===== src/rtl/reaction_pkg.sv =====
// Shared types and constants for the reaction-timer datapath.
package reaction_pkg;

  typedef enum logic [2:0] {
    SEED,
    IDLE,
    WAIT,
    GO,
    RESULT
  } state_e;

  localparam int RND_MIN              = 2000;
  localparam int RND_MAX              = 15000;
  localparam int DEFAULT_MAX_REACT_MS = 9999;

endpackage


===== src/rtl/ms_tick_gen.sv =====
// Millisecond prescaler: one-cycle tick every CLKS_PER_MS clocks, restartable by clear.
module ms_tick_gen #(
  parameter int CLKS_PER_MS = 50000
) (
  input  logic clock,
  input  logic reset,
  input  logic clear,
  output logic tick
);

  localparam int CW = (CLKS_PER_MS > 1) ? $clog2(CLKS_PER_MS) : 1;
  localparam logic [CW-1:0] LAST = CW'(CLKS_PER_MS - 1);

  logic [CW-1:0] cnt_q;

  assign tick = (cnt_q == LAST);

  // Count 0..CLKS_PER_MS-1; clear restarts so the first tick lands a full ms later.
  always_ff @(posedge clock) begin
    if (reset || clear) begin
      cnt_q <= '0;
    end else if (tick) begin
      cnt_q <= '0;
    end else begin
      cnt_q <= cnt_q + 1'b1;
    end
  end

endmodule


===== src/rtl/reaction_delay_timer.sv =====
// One reaction-timer trial: random delay, GO LED, reaction measurement in ms.
//
// state  | meaning
// SEED   | first cycle after reset, pulses lfsr_load
// IDLE   | waiting for the first start press
// WAIT   | counting down the random delay, GO LED off
// GO     | GO LED on, counting reaction milliseconds
// RESULT | outputs hold until the next start press
module reaction_delay_timer
  import reaction_pkg::*;
#(
  parameter int CLKS_PER_MS  = 50000,
  parameter int MAX_REACT_MS = DEFAULT_MAX_REACT_MS
) (
  input  logic        clock,
  input  logic        reset,
  input  logic [15:0] rnd,
  input  logic        start_btn,
  input  logic        react_btn,
  output logic        lfsr_load,
  output logic        go_led,
  output logic [15:0] reaction_ms,
  output logic        result_valid,
  output logic        false_start,
  output logic        timeout,
  output logic        busy
);

  localparam logic [15:0] MAX_MS = 16'(MAX_REACT_MS);

  state_e      state_q;
  logic        lfsr_load_q, go_led_q, result_valid_q, false_start_q, timeout_q, busy_q;
  logic [15:0] reaction_ms_q;
  logic [15:0] delay_cnt_q, react_cnt_q;
  logic        start_prev_q, react_prev_q;

  logic        start_p, react_p, tick, tick_clear;
  logic        enter_wait, enter_go;
  logic [15:0] delay_load_d;

  assign start_p = start_btn & ~start_prev_q;
  assign react_p = react_btn & ~react_prev_q;

  // A zero delay would never terminate the countdown, so it runs as 1 ms.
  assign delay_load_d = (rnd == 16'd0) ? 16'd1 : rnd;

  assign enter_wait = start_p & ((state_q == IDLE) | (state_q == RESULT));
  assign enter_go   = (state_q == WAIT) & tick & ~react_p & (delay_cnt_q <= 16'd1);
  assign tick_clear = enter_wait | enter_go;

  ms_tick_gen #(
    .CLKS_PER_MS(CLKS_PER_MS)
  ) u_tick (
    .clock(clock),
    .reset(reset),
    .clear(tick_clear),
    .tick (tick)
  );

  // Button history; reset to 1 so a button held through reset produces no edge.
  always_ff @(posedge clock) begin
    if (reset) begin
      start_prev_q <= 1'b1;
      react_prev_q <= 1'b1;
    end else begin
      start_prev_q <= start_btn;
      react_prev_q <= react_btn;
    end
  end

  // Trial sequencing with registered outputs; react_p takes priority over a same-cycle tick.
  always_ff @(posedge clock) begin
    if (reset) begin
      state_q        <= SEED;
      lfsr_load_q    <= 1'b1;
      go_led_q       <= 1'b0;
      reaction_ms_q  <= '0;
      result_valid_q <= 1'b0;
      false_start_q  <= 1'b0;
      timeout_q      <= 1'b0;
      busy_q         <= 1'b0;
      delay_cnt_q    <= '0;
      react_cnt_q    <= '0;
    end else begin
      case (state_q)
        SEED: begin
          lfsr_load_q <= 1'b0;
          state_q     <= IDLE;
        end
        IDLE, RESULT: begin
          if (enter_wait) begin
            delay_cnt_q    <= delay_load_d;
            result_valid_q <= 1'b0;
            false_start_q  <= 1'b0;
            timeout_q      <= 1'b0;
            busy_q         <= 1'b1;
            state_q        <= WAIT;
          end
        end
        WAIT: begin
          if (react_p) begin
            false_start_q <= 1'b1;
            busy_q        <= 1'b0;
            state_q       <= RESULT;
          end else if (enter_go) begin
            go_led_q    <= 1'b1;
            react_cnt_q <= '0;
            state_q     <= GO;
          end else if (tick) begin
            delay_cnt_q <= delay_cnt_q - 16'd1;
          end
        end
        GO: begin
          if (react_p) begin
            reaction_ms_q  <= react_cnt_q;
            result_valid_q <= 1'b1;
            go_led_q       <= 1'b0;
            busy_q         <= 1'b0;
            state_q        <= RESULT;
          end else if (tick) begin
            if (react_cnt_q >= MAX_MS - 16'd1) begin
              reaction_ms_q  <= MAX_MS;
              timeout_q      <= 1'b1;
              result_valid_q <= 1'b0;
              go_led_q       <= 1'b0;
              busy_q         <= 1'b0;
              state_q        <= RESULT;
            end else begin
              react_cnt_q <= react_cnt_q + 16'd1;
            end
          end
        end
        default: state_q <= SEED;
      endcase
    end
  end

  assign lfsr_load    = lfsr_load_q;
  assign go_led       = go_led_q;
  assign reaction_ms  = reaction_ms_q;
  assign result_valid = result_valid_q;
  assign false_start  = false_start_q;
  assign timeout      = timeout_q;
  assign busy         = busy_q;

endmodule


===== config.mk =====
export PLATFORM = sky130hd
export DESIGN_NAME = reaction_delay_timer
export DESIGN_NICKNAME = d
export VERILOG_FILES = /design/src/rtl/reaction_pkg.sv /design/src/rtl/ms_tick_gen.sv /design/src/rtl/reaction_delay_timer.sv
export SDC_FILE = /design/constraint.sdc
export NUM_CORES = 1
export LEC_CHECK = 0
export ABC_AREA = 1
export BUFFER_PORTS_ARGS = -buffer_cell sky130_fd_sc_hd__buf_2
export CAP_MARGIN = 20
export CORE_MARGIN = 1
export CORE_UTILIZATION = 47
export DETAILED_ROUTE_END_ITERATION = 10
export PLACE_DENSITY = 0.7
export SLEW_MARGIN = 20
export SYNTH_ARGS = -nofsm -noshare
export SYNTH_HDL_FRONTEND = slang
export SYNTH_SLANG_ARGS = --single-unit
export TNS_END_PERCENT = 20

===== constraint.sdc =====
create_clock -name clock -period 2.35 [get_ports clock]
set_input_delay 0.235 -clock clock [delete_from_list [all_inputs] [get_ports clock]]
set_output_delay 0.235 -clock clock [all_outputs]
set_load 0.05 [all_outputs]

### Word-level counts from Yosys, hierarchy flattened

Cells that the tools add are included.

* order comparisons: 2
* equality and inequality tests: 18
* add/sub/neg operators: 3
* reduce and logical (&&, ||, !) cells: 20
* muxes and demuxes: 40
* bitwise logic cells: 11

Operators by type and width (number)
* $mux W16: 13
* $pmux W16 S2: 2
* $add A16 B1 Y16 const B: 2
* $ne A2 B2 Y1 const B: 10
* $reduce_and A5 Y1: 4
* $mux W3: 6
* $eq A16 B16 Y1 const B: 1
* $ge A16 B14 Y1 const B: 1
* $le A16 B1 Y1 const B: 1
* $logic_not A16 Y1: 1
* $sub A16 B1 Y16 const B: 1
* $mux W1: 13
* $pmux W3 S4: 1
* $reduce_bool A2 Y1: 5
* $ne A3 B3 Y1 const B: 3
* $pmux W1 S2: 4
* $reduce_and A4 Y1: 2
* $and A1 B1 Y1: 6
* $eq A3 B2 Y1 const B: 2
* $reduce_and A3 Y1: 2
* $reduce_and A6 Y1: 1
* $reduce_or A2 Y1: 2
* $eq A3 B1 Y1 const B: 1
* $eq A3 B3 Y1 const B: 1
* other kinds (6): 9

* flip-flop bits (word level): 75
* input port bits: 20

### Longest topological paths before layout

* word-level depth: 8
* depth in mapped cells: 14
* gate-level depth less buffers: 13

### Hierarchy

A second synthesis with hierarchy kept.

* cells, all modules: 670
* area total of the unflattened synthesis: 4345.4 sq um

Modules (own cells, without submodules)
* reaction_delay_timer: area each 3488.3 sq um, cells each 541, times used 1
* ms_tick_gen: area each 857.1 sq um, cells each 129, times used 1

### Least setup slack after synthesis

OpenSTA, ideal clock, no wires.

* kind: register -> register
* start point: register react_cnt_q[0]
* end point: register react_cnt_q[11]
* path slack: 631 ps
* stages on the path, launching flop included: 14
* required time: 2218 ps
* data arrival time: 1587 ps
* clock period less this slack: 1719 ps
* path through: dfxtp_1 -> inv_1 -> ha_1 -> inv_1 -> nand2_1 -> nand2_1 -> nand2_1 -> nand2_1 -> nand2_1 -> o21ai_4 -> nand3_2 -> buf_6 -> nand2_1 -> a21oi_1

* longest elaborated chain between the ends: 5
* elaborated cells between the ends (all ways): 8

Ends and longest elaborated chain
* start: declaration: RTL line reaction_delay_timer.sv:34 `logic [15:0] delay_cnt_q, react_cnt_q;`
* start signal: assignment: RTL line reaction_delay_timer.sv:129 `react_cnt_q <= react_cnt_q + 16'd1;`
* $add A16 B1 Y16: RTL line reaction_delay_timer.sv:129
* $mux W16: RTL line reaction_delay_timer.sv:121 `if (react_cnt_q >= MAX_MS - 16'd1) begin`
* $mux W16: RTL line reaction_delay_timer.sv:120 `end else if (tick) begin`
* $mux W16: RTL line reaction_delay_timer.sv:114 `if (react_p) begin`
* $pmux W16 S2: RTL line reaction_delay_timer.sv:85 `case (state_q)`

Several ways; a longest one is shown, not always the timed one. The select of a mux whose other input is x is not followed.
A chain may end at the register's enable or synchronous reset.

### Worst setup path after layout

* start point: register u_tick.cnt_q[0]
* end point: register react_cnt_q[3]

* longest elaborated chain between the ends: 6
* elaborated cells between the ends (all ways): 7

Ends and longest elaborated chain
* start: declaration: RTL line ms_tick_gen.sv:14 `logic [CW-1:0] cnt_q;`
* start signal: assignment: RTL line ms_tick_gen.sv:25 `cnt_q <= cnt_q + 1'b1;`
* $eq A16 B16 Y1 *: RTL line ms_tick_gen.sv:16 `assign tick = (cnt_q == LAST);`
* $and A1 B1 Y1 (3 in series): RTL line reaction_delay_timer.sv:48 `assign enter_go = (state_q == WAIT) & tick & ~react_p & (delay_cnt_q <= 16'd1);`
* $ne A2 B2 Y1 (no line)
* $reduce_and A6 Y1 (no line) *

Every way passes the cells marked *; elsewhere a longest branch is shown, timed or not.

==> summary.txt <==
Outcome
  • Outcome: completed

Synthesis
  • Asr flop ratio synth: 0%
  • Number of flops mapped to enable cells by yosys: 0
  • Top_reg_cell synth: dfxtp_1
  • Synth area leaders: dfxtp_1 36%, nand2_1 16%, nor2_1 8.6%
  • Post-Syn Area: slightly above 0.004 mm2
  • Top cells by count, synth: 178 x nand2_1, 95 x nor2_1, 75 x dfxtp_1
  • Post-synthesis sequential area ratio: between 30% and 40%
  • Most frequent cell after synthesis: nand2_1
  • Net Count, Synth: roughly 660
  • Synth top area share: between 30% and 40%
  • Yosys reg bits: 75
  • Post-Synthesis Cells: about 640
  • Syn avg cell area: 6.49 um2
  • YS warnings: 0
  • Synth cell types: 38
  • Area leader, netlist: dfxtp_1

CTS
  • Root Driver: clkbuf_8
  • Setup bufs post-CTS: 0
  • TritonCTS clock tree: done
  • Hold-fix buffers, CTS: 0
  • Htree depth: 3
  • Post-cts resize count: 0
  • Cts bufs inserted: 9
  • Clk slew on worst S/H paths: 0.09 ns
  • Total clock sinks: between 70 and 80
  • Clock Path Buffers: 2
  • Worst skew pair latency: approximately 0.36 ns

Pwr
  • Leak Pwr: about 1.9 nW
  • Total chip power: 4.67 mW
  • Max VDD drop: between 0.0005 and 0.0006 V
  • Power Dens Cells: 1010 mW/mm2

Worst setup path
  • Critical Path AT: 2.28 ns
  • Worst Path Required: 2.58 ns
  • CP max-delay cell: dfxtp_1
  • CP Class: reg -> reg
  • Critical Path Fanout Max: 16
  • Crit path cell chain: ha_1 > nand2_1 > inv_2 > nand2_2 > nor2_2 > inv_1 > nor2_4 > nand2_4 > nand2_4 > nand3_2 > nand2_1 > a21oi_1
  • CP peak stage delay: 0.36 ns
  • Critical Path Source Type: register
  • Top Family by Delay on Critical Path: simple AND/OR/NAND/NOR gates
  • CP endpoint kind: register
  • Crit path buf inv count: 2

Global routing
  • Initial antenna violation count: 0
  • GRT Resource Usage Total: 22.9%
  • GR Overflow Total: 0
  • First-pass GRT wire length: 16.4 mm
  • Largest net degree at the start of global routing: 24
  • Vias in the first global route: approximately 3600

STA
  • Unrepaired setup endpoints after global routing: no
  • TNS Setup: 0 ns
  • Final WS setup: 0.295 ns
  • Final clock skew: 0.0156 ns
  • Slew @ Worst Pin: roughly 0.64 ns
  • Final setup violation count: 0
  • Final hold slack: 0.0652 ns
  • Final hold violations: 0
  • Tmin final: 2.06 ns
  • Slew HR: 57.2%
  • Slew Viols, Final: 0
  • Final period utilization: 87.4%
  • Fmax: 487 MHz

Placement
  • GPL Wtd Cong: 0.929
  • Placed Instance Area: 0.00439 mm2
  • Port Buffers: 41
  • DP HPWL: 6.98 mm
  • Post-place setup slack: between 0.3 and 0.4 ns

Finish
  • Multi-input logic area: 0.00224 mm2
  • Sequential cell area: 0.00150 mm2
  • Area Growth Syn to Fin: 11.3%
  • Filler cells: 828
  • N_diodes: 0
  • Layout cell share with drive strength beyond 1: 13.1%
  • Design area: 0.00462 mm2
  • Fin nets: 699

Drt
  • Metal3 WL: around 540 um
  • TritonRoute pass-1 iters: 5
  • Routed vias: between 4000 and 5000
  • Drt drc: 0
  • Total Wirelength: around 10 mm
  • Detailed Route Iter0 Violations: ~230
  • DR WL met2: 4.37 mm
  • Post-route ant nets: 0
  • DR WL/cell: 12.5 um
  • Drt via density: about 5.2
  • DR top layer: met4
  • Met1 wire length: between 4 and 5 mm

Die
  • Top Ports: 42
  • Core Area: 0.00838 mm2
  • Die W: 96.0 um
  • Die H: ~96 um
  • Initial Util: 49.5%
  • Rows: 33
  • Die area: 0.00921 mm2

Job
  • Max-cap viol count: 0

Worst hold path
  • Hold Path Class: in -> reg
registers in the layout, indices dropped and copies added, names as in the netlist:
signal	cells
u_tick.cnt_q	16
reaction_ms	16
start_prev_q	1
go_led	1
lfsr_load	1
react_prev_q	1
result_valid	1
delay_cnt_q	16
react_cnt_q	16
false_start	1
busy	1
timeout	1
state_q	3
metrics by stage:
step | cells | util (%)
after global placement | 768 | 52.4
after detailed placement | 768 | 52.4
final | 784 | 55.1
after CTS | 784 | 55.1
after floorplan | 639 | -
after global routing | 784 | 55.1
per-layer routing:
metal / track usage, % / vias up
li1: - / 2108
met1: 30.7 / 1822
met2: 37.0 / 134
met3: 3.63 / 13
met4: 8.33 / 0
met5: 0 / -
cells by family after synthesis:
logic type                 after synthesis  synth area share [%]
DFF                                     75                  36.2
adders and majority gates                5                  1.51
buffers and inverters                   95                  9.77
and+or+nand+nor                        347                  36.5
xor gates and xnor gates                13                  2.74
AOI/OAI and AO/OA                      104                  13.3
final cells by class:
cell class	count	area share [%]
flip-flops and latches	75	32.5
multi-input cells	469	48.6
clock inverters	6	1.90
inverters	74	6.12
repair buffers	45	5.09
clock buffers	10	2.98
well taps	105	2.84
worst reg2reg max path, stage by stage, from the launching register on:
cell and delay, ns:
dfxtp_1 0.36, ha_1 0.17, nand2_1 0.06, inv_2 0.06, nand2_2 0.06, nor2_2 0.11, inv_1 0.09, nor2_4 0.20
nand2_4 0.11, nand2_4 0.18, nand3_2 0.31, nand2_1 0.15, a21oi_1 0.07
power breakdown:
| group | total (mW) | switching, mW | leakage [nW] | internal (mW) |
|---|---|---|---|---|
| Combinational | 1.95 | 1.34 | 1.19 | 0.607 |
| Clock | 1.13 | 0.503 | 0.117 | 0.629 |
| Sequential | 1.59 | 0.152 | 0.609 | 1.44 |
final timing paths:
kind | from | end | slack [ns] | cells past startpoint
max | u_tick.cnt_q[0] | react_cnt_q[3] | 0.29 | 12
min | react_btn | react_prev_q | 0.07 | 3
max reg2reg | u_tick.cnt_q[0] | react_cnt_q[3] | 0.29 | 12
min reg2reg | lfsr_load | lfsr_load | 0.44 | 2
cell usage in the layout (no fill, tap or decap), types with 2 or more instances in the layout:
| cell | netlist | routed |
|---|---|---|
| a21oi_1 | 63 | 63 |
| a2bb2oi_1 | 2 | 2 |
| buf_2 | 3 | 41 |
| buf_4 | 4 | 4 |
| bufinv_16 | 0 | 2 |
| clkbuf_8 | 0 | 10 |
| clkinv_2 | 0 | 2 |
| dfxtp_1 | 75 | 75 |
| ha_1 | 5 | 5 |
| inv_1 | 67 | 67 |
| inv_2 | 5 | 5 |
| inv_4 | 2 | 2 |
| nand2_1 | 178 | 178 |
| nand2_2 | 4 | 4 |
| nand2_4 | 2 | 2 |
| nand3_1 | 19 | 19 |
| nand3_2 | 3 | 3 |
| nand4_1 | 24 | 24 |
| nor2_1 | 95 | 95 |
| nor2_2 | 3 | 3 |
| nor2_4 | 4 | 4 |
| nor3_1 | 4 | 4 |
| nor3b_1 | 3 | 3 |
| nor4_1 | 2 | 2 |
| o21ai_0 | 32 | 32 |
| o22ai_1 | 2 | 2 |
| or2_2 | 3 | 3 |
| xnor2_1 | 2 | 2 |
| xor2_1 | 11 | 11 |
Power figures use the tool's default switching activity.
